### config.mk
export PLATFORM = sky130hd
export DESIGN_NAME = pc_fetch_unit_flat
export DESIGN_NICKNAME = d
export VERILOG_FILES = /design/src/rtl/fetch_pkg.sv /design/src/rtl/pc_fetch_unit_if.sv /design/src/rtl/fetch_out_reg.sv /design/src/rtl/pc_fetch_unit.sv /design/src/flat_wrapper.sv
export SDC_FILE = /design/constraint.sdc
export NUM_CORES = 1
export LEC_CHECK = 0
export CORE_MARGIN = 2
export CORE_UTILIZATION = 35
export CTS_CLUSTER_DIAMETER = 200
export CTS_CLUSTER_SIZE = 24
export DETAILED_ROUTE_END_ITERATION = 12
export DONT_BUFFER_PORTS = 1
export MAX_ROUTING_LAYER = met4
export PLACE_DENSITY = 0.53
export SYNTH_ARGS = -nofsm -noshare
export SYNTH_HDL_FRONTEND = slang
export SYNTH_SLANG_ARGS = --single-unit
### constraint.sdc
create_clock -name clk -period 5.7 [get_ports clk]
set_clock_uncertainty 0.1 [all_clocks]
set_input_delay 1.14 -clock clk [delete_from_list [all_inputs] [get_ports clk]]
set_output_delay 1.14 -clock clk [all_outputs]
set_load 0.03 [all_outputs]
### src/rtl/fetch_pkg.sv
// Shared constants, state encoding and small helpers for the instruction-fetch front end.
package fetch_pkg;

    localparam int unsigned DEF_WIDTH        = 32;
    localparam int unsigned DEF_ILEN         = 32;
    localparam int unsigned DEF_STEP         = 4;
    localparam int unsigned DEF_RESET_VECTOR = 0;
    localparam int unsigned STATE_W          = 2;

    typedef enum logic [STATE_W-1:0] {
        IDLE  = 2'd0,
        FETCH = 2'd1,
        WAIT  = 2'd2
    } fetch_state_e;

    // A redirect target is misaligned when it is not on a 4-byte boundary.
    function automatic logic is_misaligned(input logic [1:0] lsb);
        return (lsb != 2'b00);
    endfunction

endpackage

### src/rtl/pc_fetch_unit_if.sv
// Instruction-memory request/response channel plus the decode-side output channel.
interface pc_fetch_unit_if #(
    parameter int unsigned WIDTH = 32,
    parameter int unsigned ILEN  = 32
);

    logic             imem_req_valid;
    logic             imem_req_ready;
    logic [WIDTH-1:0] imem_req_addr;
    logic             imem_rsp_valid;
    logic [ILEN-1:0]  imem_rsp_data;
    logic             if_valid;
    logic             if_ready;
    logic [WIDTH-1:0] if_pc;
    logic [ILEN-1:0]  if_instr;

    modport master (
        output imem_req_valid,
        output imem_req_addr,
        input  imem_req_ready,
        input  imem_rsp_valid,
        input  imem_rsp_data,
        output if_valid,
        output if_pc,
        output if_instr,
        input  if_ready
    );

    modport slave (
        input  imem_req_valid,
        input  imem_req_addr,
        output imem_req_ready,
        output imem_rsp_valid,
        output imem_rsp_data,
        input  if_valid,
        input  if_pc,
        input  if_instr,
        output if_ready
    );

endinterface

### src/rtl/fetch_out_reg.sv
// One-entry valid/ready holding register for a fetched {pc, instr} pair.
module fetch_out_reg #(
    parameter int unsigned WIDTH = 32,
    parameter int unsigned ILEN  = 32
) (
    input  logic             clk,
    input  logic             n_rst,
    input  logic             i_load,
    input  logic [WIDTH-1:0] i_pc,
    input  logic [ILEN-1:0]  i_instr,
    input  logic             i_flush,
    input  logic             i_ready,
    output logic             o_valid,
    output logic [WIDTH-1:0] o_pc,
    output logic [ILEN-1:0]  o_instr
);

    logic             r_valid;
    logic [WIDTH-1:0] r_pc;
    logic [ILEN-1:0]  r_instr;

    // Flush wins over load; a load on the consuming edge keeps the entry full.
    always_ff @(posedge clk or negedge n_rst) begin
        if (!n_rst) begin
            r_valid <= 1'b0;
            r_pc    <= '0;
            r_instr <= '0;
        end else begin
            if (i_flush) begin
                r_valid <= 1'b0;
            end else if (i_load) begin
                r_valid <= 1'b1;
            end else if (r_valid && i_ready) begin
                r_valid <= 1'b0;
            end
            if (i_load && !i_flush) begin
                r_pc    <= i_pc;
                r_instr <= i_instr;
            end
        end
    end

    assign o_valid = r_valid;
    assign o_pc    = r_pc;
    assign o_instr = r_instr;

endmodule

### src/rtl/pc_fetch_unit.sv
// Program counter and single-outstanding instruction-fetch sequencer with redirect/kill handling.
module pc_fetch_unit
    import fetch_pkg::*;
#(
    parameter int unsigned      WIDTH        = DEF_WIDTH,
    parameter int unsigned      ILEN         = DEF_ILEN,
    parameter logic [WIDTH-1:0] RESET_VECTOR = WIDTH'(DEF_RESET_VECTOR),
    parameter int unsigned      STEP         = DEF_STEP
) (
    input  logic             clk,
    input  logic             n_rst,
    input  logic             redirect_valid,
    input  logic [WIDTH-1:0] redirect_target,
    output logic             misaligned_err,
    pc_fetch_unit_if.master  bus
);

    localparam logic [STATE_W-1:0] ST_IDLE  = IDLE;
    localparam logic [STATE_W-1:0] ST_FETCH = FETCH;
    localparam logic [STATE_W-1:0] ST_WAIT  = WAIT;

    logic [STATE_W-1:0] r_state;
    logic [STATE_W-1:0] w_state_nxt;
    logic [WIDTH-1:0]   r_pc;
    logic [WIDTH-1:0]   w_pc_nxt;
    logic [WIDTH-1:0]   r_addr;
    logic [WIDTH-1:0]   w_addr_nxt;
    logic [WIDTH-1:0]   r_fetch_pc;
    logic [WIDTH-1:0]   w_fetch_pc_nxt;
    logic               r_kill;
    logic               w_kill_nxt;
    logic               r_stale;
    logic               w_stale_nxt;
    logic               r_mis;

    logic               w_req_valid;
    logic               w_req_fire;
    logic               w_req_hold;
    logic               w_load;
    logic [WIDTH-1:0]   w_target;
    logic               w_if_valid;
    logic [WIDTH-1:0]   w_if_pc;
    logic [ILEN-1:0]    w_if_instr;

    assign w_target = {redirect_target[WIDTH-1:2], 2'b00};

    // Requests depend on the same-cycle decode handshake so a slot freed this cycle can be refilled;
    // once raised the request stays up because nothing but a response can refill the slot in FETCH.
    assign w_req_valid = (r_state == ST_FETCH) && (!w_if_valid || bus.if_ready);
    assign w_req_fire  = w_req_valid && bus.imem_req_ready;
    assign w_req_hold  = w_req_valid && !bus.imem_req_ready;

    always_ff @(posedge clk or negedge n_rst) begin
        if (!n_rst) begin
            r_state    <= ST_IDLE;
            r_pc       <= RESET_VECTOR;
            r_addr     <= RESET_VECTOR;
            r_fetch_pc <= RESET_VECTOR;
            r_kill     <= 1'b0;
            r_stale    <= 1'b0;
            r_mis      <= 1'b0;
        end else begin
            r_state    <= w_state_nxt;
            r_pc       <= w_pc_nxt;
            r_addr     <= w_addr_nxt;
            r_fetch_pc <= w_fetch_pc_nxt;
            r_kill     <= w_kill_nxt;
            r_stale    <= w_stale_nxt;
            r_mis      <= redirect_valid && is_misaligned(redirect_target[1:0]);
        end
    end

    // r_stale marks a held request whose address predates a redirect; its response must be killed.
    always_comb begin
        w_state_nxt    = r_state;
        w_pc_nxt       = r_pc;
        w_addr_nxt     = r_addr;
        w_fetch_pc_nxt = r_fetch_pc;
        w_kill_nxt     = r_kill;
        w_stale_nxt    = r_stale;
        w_load         = 1'b0;

        case (r_state)
            ST_IDLE: begin
                w_state_nxt = ST_FETCH;
            end
            ST_FETCH: begin
                if (w_req_fire) begin
                    w_state_nxt    = ST_WAIT;
                    w_fetch_pc_nxt = r_addr;
                    w_kill_nxt     = r_stale;
                    w_stale_nxt    = 1'b0;
                    if (!r_stale) begin
                        w_pc_nxt = r_pc + WIDTH'(STEP);
                    end
                    w_addr_nxt = w_pc_nxt;
                end
            end
            ST_WAIT: begin
                if (bus.imem_rsp_valid) begin
                    w_state_nxt = ST_FETCH;
                    w_load      = !r_kill;
                    w_kill_nxt  = 1'b0;
                end
            end
            default: begin
                w_state_nxt = ST_IDLE;
            end
        endcase

        if (redirect_valid) begin
            w_pc_nxt = w_target;
            w_load   = 1'b0;
            if (w_req_hold) begin
                w_stale_nxt = 1'b1;
            end else begin
                w_addr_nxt = w_target;
            end
            if (w_req_fire || ((r_state == ST_WAIT) && !bus.imem_rsp_valid)) begin
                w_kill_nxt = 1'b1;
            end
        end
    end

    fetch_out_reg #(
        .WIDTH (WIDTH),
        .ILEN  (ILEN)
    ) u_out_reg (
        .clk     (clk),
        .n_rst   (n_rst),
        .i_load  (w_load),
        .i_pc    (r_fetch_pc),
        .i_instr (bus.imem_rsp_data),
        .i_flush (redirect_valid),
        .i_ready (bus.if_ready),
        .o_valid (w_if_valid),
        .o_pc    (w_if_pc),
        .o_instr (w_if_instr)
    );

    assign bus.imem_req_valid = w_req_valid;
    assign bus.imem_req_addr  = r_addr;
    assign bus.if_valid       = w_if_valid;
    assign bus.if_pc          = w_if_pc;
    assign bus.if_instr       = w_if_instr;
    assign misaligned_err     = r_mis;

endmodule

### src/flat_wrapper.sv
// flat-port wrapper written by rule: the top's interface ports become plain ports
module pc_fetch_unit_flat import fetch_pkg::*;
#(
    parameter int unsigned      WIDTH        = DEF_WIDTH,
    parameter int unsigned      ILEN         = DEF_ILEN,
    parameter logic [WIDTH-1:0] RESET_VECTOR = WIDTH'(DEF_RESET_VECTOR),
    parameter int unsigned      STEP         = DEF_STEP
)
  (clk, n_rst, redirect_valid, redirect_target, misaligned_err, bus_imem_req_valid, bus_imem_req_addr, bus_imem_req_ready, bus_imem_rsp_valid, bus_imem_rsp_data, bus_if_valid, bus_if_pc, bus_if_instr, bus_if_ready);
  pc_fetch_unit_if #(.WIDTH(WIDTH), .ILEN(ILEN)) bus_i ();
  input  logic clk;
  input  logic n_rst;
  input  logic redirect_valid;
  input  logic [WIDTH-1:0] redirect_target;
  output logic misaligned_err;
  output wire logic [$bits(bus_i.imem_req_valid)-1:0] bus_imem_req_valid;
  output wire logic [$bits(bus_i.imem_req_addr)-1:0] bus_imem_req_addr;
  input wire logic [$bits(bus_i.imem_req_ready)-1:0] bus_imem_req_ready;
  input wire logic [$bits(bus_i.imem_rsp_valid)-1:0] bus_imem_rsp_valid;
  input wire logic [$bits(bus_i.imem_rsp_data)-1:0] bus_imem_rsp_data;
  output wire logic [$bits(bus_i.if_valid)-1:0] bus_if_valid;
  output wire logic [$bits(bus_i.if_pc)-1:0] bus_if_pc;
  output wire logic [$bits(bus_i.if_instr)-1:0] bus_if_instr;
  input wire logic [$bits(bus_i.if_ready)-1:0] bus_if_ready;
  assign bus_imem_req_valid = bus_i.imem_req_valid;
  assign bus_imem_req_addr = bus_i.imem_req_addr;
  assign bus_i.imem_req_ready = bus_imem_req_ready;
  assign bus_i.imem_rsp_valid = bus_imem_rsp_valid;
  assign bus_i.imem_rsp_data = bus_imem_rsp_data;
  assign bus_if_valid = bus_i.if_valid;
  assign bus_if_pc = bus_i.if_pc;
  assign bus_if_instr = bus_i.if_instr;
  assign bus_i.if_ready = bus_if_ready;
  pc_fetch_unit #(.WIDTH(WIDTH), .ILEN(ILEN), .RESET_VECTOR(RESET_VECTOR), .STEP(STEP)) u_core (.clk(clk), .n_rst(n_rst), .redirect_valid(redirect_valid), .redirect_target(redirect_target), .misaligned_err(misaligned_err), .bus(bus_i));
endmodule
### Word-level counts from Yosys, hierarchy flattened

Index checks and enable logic that the tools add are counted.

* output and inout bits: 99
* bits in registers: 166
* logic and storage cells: 63
* input bits: 70

* equal/unequal tests: 4
* muxes and demuxes: 26
* reduce and logical (&&, ||, !) cells: 22
* add/sub/neg operators: 1

Operator list (count)
* 32-bit 2-to-1 mux: 8
* 32-bit by 3-bit adder with 32-bit output (second input constant): 1
* 1-bit 2-to-1 mux: 14
* 1-bit logical AND: 7
* 2-bit one-hot mux with 3 select lines: 1
* 2-bit AND reduction: 3
* 2-bit nonzero test: 3
* 1-bit logical NOT: 5
* 2-bit 2-to-1 mux: 2
* 3-bit nonzero test: 1
* 2-bit by 1-bit equality test with 1-bit output (second input constant): 1
* 2-bit equality test (second input constant): 1
* 2-bit logical NOT: 1
* 1-bit logical OR: 2
* 2-bit by 1-bit != test with 1-bit output (second input constant): 1
* 2-bit != test (second input constant): 1
* 1-bit one-hot mux with 2 select lines: 1

### Longest topological paths before layout

* depth in word-level cells: 8
* gate-level depth with buffers: 8
* mapped depth without buffers: 7

### By module

From an unflattened synthesis, not the netlist that was laid out.

* cell total of the unflattened synthesis: 733
* area total of the unflattened synthesis: 7870.0 um2

Modules (own cells, without submodules)
* pc_fetch_unit: instances 1, area an instance 5128.7 um2, sequential area each 2477.4 um2, cells an instance 593
* fetch_out_reg: instances 1, area an instance 2741.4 um2, sequential area each 1626.6 um2, cells an instance 140

### Worst setup path before layout

OpenSTA, ideal clock, no wires.

* kind: input to output
* start: in bus_if_ready
* end: out bus_imem_req_valid
* path slack: 2939 ps
* path buffers: 0
* arrival time: 1521 ps
* data required time: 4460 ps
* stages on the path: 3
* cells stage by stage: nand2b_1 nand2_1 inv_1

* cells in the longest elaborated chain, start to end: 2

Ends and longest elaborated chain
* from (decl): RTL line flat_wrapper.sv:24 `input wire logic [$bits(bus_i.if_ready)-1:0] bus_if_ready;`
* 1-bit logical OR: RTL line pc_fetch_unit.sv:49 `assign w_req_valid = (r_state == ST_FETCH) && (!w_if_valid || bus.if_ready);`
* 1-bit logical AND: RTL line pc_fetch_unit.sv:49
* to (decl): RTL line flat_wrapper.sv:16 `output wire logic [$bits(bus_i.imem_req_valid)-1:0] bus_imem_req_valid;`

No other way between the ends.

### Final worst setup path

* start: reg u_core.r_state[1]
* end: reg u_core.r_addr[9], in the netlist u_core.bus.imem_req_addr[9]

* cells in the longest elaborated chain, start to end: 7
* elaborated cells between the ends (all ways): 8

Ends and longest elaborated chain
* from (decl): RTL line pc_fetch_unit.sv:22 `logic [STATE_W-1:0] r_state;`
* from (signal assigned): RTL line pc_fetch_unit.sv:63 `r_state <= w_state_nxt;`
* 2-bit by 1-bit equality test with 1-bit output (*): RTL line pc_fetch_unit.sv:49, pc_fetch_unit.sv:83
* 1-bit logical AND: RTL line pc_fetch_unit.sv:49
* 1-bit logical AND: RTL line pc_fetch_unit.sv:50 `assign w_req_fire = w_req_valid && bus.imem_req_ready;`
* 32-bit 2-to-1 mux: RTL line pc_fetch_unit.sv:88 `if (w_req_fire) begin`
* 32-bit 2-to-1 mux: RTL line pc_fetch_unit.sv:83 `case (r_state)`
* 32-bit 2-to-1 mux: RTL line pc_fetch_unit.sv:114 `if (w_req_hold) begin`
* 32-bit 2-to-1 mux (*): RTL line pc_fetch_unit.sv:111 `if (redirect_valid) begin`
* named net u_core.w_addr_nxt[9]: RTL line pc_fetch_unit.sv:27 `logic [WIDTH-1:0] w_addr_nxt;`
* to (signal assigned): RTL line pc_fetch_unit.sv:65 `r_addr <= w_addr_nxt;`
* to (decl): RTL line pc_fetch_unit.sv:26 `logic [WIDTH-1:0] r_addr;`

The timed path passes the listed nets; every way through them passes the cells marked *.
A chain may end at the register's enable or synchronous reset.

==> run_results.csv <==
group,metric,value,unit
run_status,status,"complete, no violations",
worst_setup_path,cp-start-kind,"flip-flop",
worst_setup_path,arrival,3240,ps
clocking,cts_setup_buffers,0,
die,ios,169,
timing,worst_pin_slew,1270,ps
layout,fin_nets,777,
yosys,synth_ff_type,"dfrtp_1",
drt,antenna_left,0,
power,clockPowerShare,25.5,%
power,p_leak,3.60,nW
power,switchingPower,1.90,mW
yosys,async_flop_share,100,%
worst_setup_path,r2r_slack,2690,ps
clocking,post_cts_resized,0,
die,die_h,151,um
place,dp_slack,2410,ps
yosys,yosys_warnings,0,
clocking,cts_tree,"yes",
yosys,syn_inst,729,
yosys,synth_compound_area_share,7.37,%
clocking,cts_hold_buf,0,
timing,tns,0,ps
clocking,cts.sinks,164,
timing,fin_crit,3010,ps
place,gp_congestion,0.834,
flow_run,max_cap_viol_count,0,
clocking,cts_buffer_depth,2,
power,p_total,4.43,mW
worst_hold_path,hold_path_class,"input port to asynchronous set/reset pin",
drt,routedWlPerCell,18.9,um
die,rows,53,
worst_setup_path,worst-path-max-fanout,36,
worst_setup_path,ff2ff_path_depth,7,
yosys,synth-seq-area-share,54.5,%
grt,overflow,0,
worst_setup_path,cp-end-kind,"flip-flop",
yosys,synth_largest_area_cell,"dfrtp_1",
layout,num_antenna_cells,0,
yosys,syn_nets,804,
die,die_area,22700,um2
yosys,yosys.area_share.simple,17.8,%
place,hpwl,12600,um
drt,first_iter_violations,419,
yosys,synth_top_family_by_area,"simple AND/OR/NAND/NOR gates",
clocking,clkLatencyLatePin,430,ps
layout,area_growth,10.2,%
power,comb_power_share,17.8,%
grt,grt_pass1_wl,28500,um
power,switching_share,43.0,%
grt,grt_pass1_vias,5081,
timing,slew_violations,0,
yosys,ys_ff_latch,164,
power,powerDensity,533,nW/um2
grt,grt_start_max_net_pins,165,
timing,hold_viol_final,0,
grt,grt_antenna_before_repair,0,
clocking,clk_transition_reported_paths,70,ps
timing,rsz0062_at_grt,"false",
yosys,synthesis.area,7540,um2
power,internal_power,2.53,mW
yosys,synth_most_common_cell,"dfrtp_1",
yosys,synth.area.mux_share,10.1,%
place,port_buffers,0,
clocking,cts_buffers,17,
yosys,synth_edf_count,0,
timing,worst_slack,2690,ps
die,initial_utilization,35.7,%
drt,post-route-drc-count,0,
yosys,synth_common_cells,"164 x dfrtp_1, 150 x nand2_1, 65 x mux2_2",
yosys,synthTopCellsByArea,"dfrtp_1 54%, mux2_2 9.7%, nand2_1 7.5%, xor2_1 3.8%, o21ai_0 2.8%",
clocking,cts_root_buf,"clkbuf_16",
layout,utilization,39.4,%
yosys,synth.top_cell.area_share,54.5,%
drt,via_per_inst,5.25,
worst_setup_path,critical_path_class,"flip-flop to flip-flop",
die,die_x,151,um
timing,relSlewSlack,14.9,%
worst_setup_path,cp.required,5930,ps
yosys,synth_fa_ha_area_share,0.830,%
power,peakVddDrop,0.000200,V
layout,drive_gt1_share,16.4,%
die,core_region_area,21100,um2
drt,routed_wl,18700,um
power,p_seq_share,56.7,%
drt,dr.pass1.iters,4,
clocking,cts_max_level,4,
timing,fmax,332,MHz
drt,vias,5197,
yosys,syn_avg_cell_area,10.3,um2
grt,gr-usage-all-layers,17.0,%
yosys,yosysUniqueCellTypes,49,
timing,finalSetupViolations,0,
yosys,synth_xor_area_share,6.28,%
timing,finalCritPeriodShare,52.8,%
metal layers:
layer	vias up	part of all wire, %	global-route usage (%)
met4	0	1.7	5.93
met1	2571	45	22.3
li1	2435	-	-
met5	-	0	-
met3	26	6.8	4.82
met2	165	46	25.3
cells in the final DEF, fill, tap and decap left out, drive strengths merged, types with 18 or more instances in the layout:
cell	n
dfrtp	164
nand2	150
mux2	65
o21ai	49
nor2	36
xor2	33
a21oi	27
nand3	26
xnor2	21
nand4	20
inv	18
critical path, stage by stage (launching register included):
cell and delay (ps):
dfrtp_1 390, inv_1 130, ha_1 330, nand2_1 200, nor2_4 460, buf_4 450, nand2_1 490, o21ai_0 350
power by group through the flow:
| stage | logic, mW | registers (mW) | clock network [mW] |
|---|---|---|---|
| after global placement | 0.752 | 2.54 | 0 |
| after global routing | 0.887 | 2.57 | 1.22 |
| final | 0.787 | 2.51 | 1.13 |
| after floorplan | 0.674 | 2.38 | 0 |
| after detailed placement | 0.791 | 2.55 | 0 |
| after CTS | 0.797 | 2.52 | 1.16 |
kinds of logic after synthesis:
kind of cell,count (synthesis)
AOI/OAI and AO/OA,100
xor gates and xnor gates,54
adders and majority gates,5
buffers and inverters,58
DFF,164
muxes,68
and+or+nand+nor,280
state kept, by name, summed over array words and instances (netlist names):
name                      flops
u_core.r_fetch_pc            32
u_core.misaligned_err         1
u_core.r_state                2
u_core.r_stale                1
u_core.u_out_reg.o_valid      1
u_core.r_kill                 1
u_core.r_pc                  30
u_core.u_out_reg.o_instr     32
u_core.bus.imem_req_addr     32
u_core.u_out_reg.o_pc        32
layout make-up:
class / count / area, um2
clock buffers: 17 / 425
clock inverters: 15 / 155
fillers: 2022 / 12800
inverters: 8 / 30.0
multi-input cells: 507 / 3220
flip-flops and latches: 164 / 4100
well taps: 275 / 344
repair buffers: 4 / 30.0
worst paths after layout:
check                                 startpoint                           to
min in group clk           u_core.r_fetch_pc[28]        u_core.r_fetch_pc[28]
max reg2reg                    u_core.r_state[1]  u_core.bus.imem_req_addr[9]
max                            u_core.r_state[1]  u_core.bus.imem_req_addr[9]
max in group asynchronous                  n_rst    u_core.u_out_reg.o_pc[25]
min                                        n_rst    u_core.u_out_reg.o_pc[10]
min reg2reg                u_core.r_fetch_pc[28]        u_core.r_fetch_pc[28]
through the flow:
step | hold WS [ps] | instance area [um2] | instances
finish | 304 | 8310 | 990
global route | 270 | 8310 | 990
CTS | 282 | 8310 | 990
detailed placement | 360 | 7730 | 958
global placement | 361 | 7730 | 958
floorplan | 341 | 7540 | 729
No activity file was read; power rests on OpenSTA's default activity.
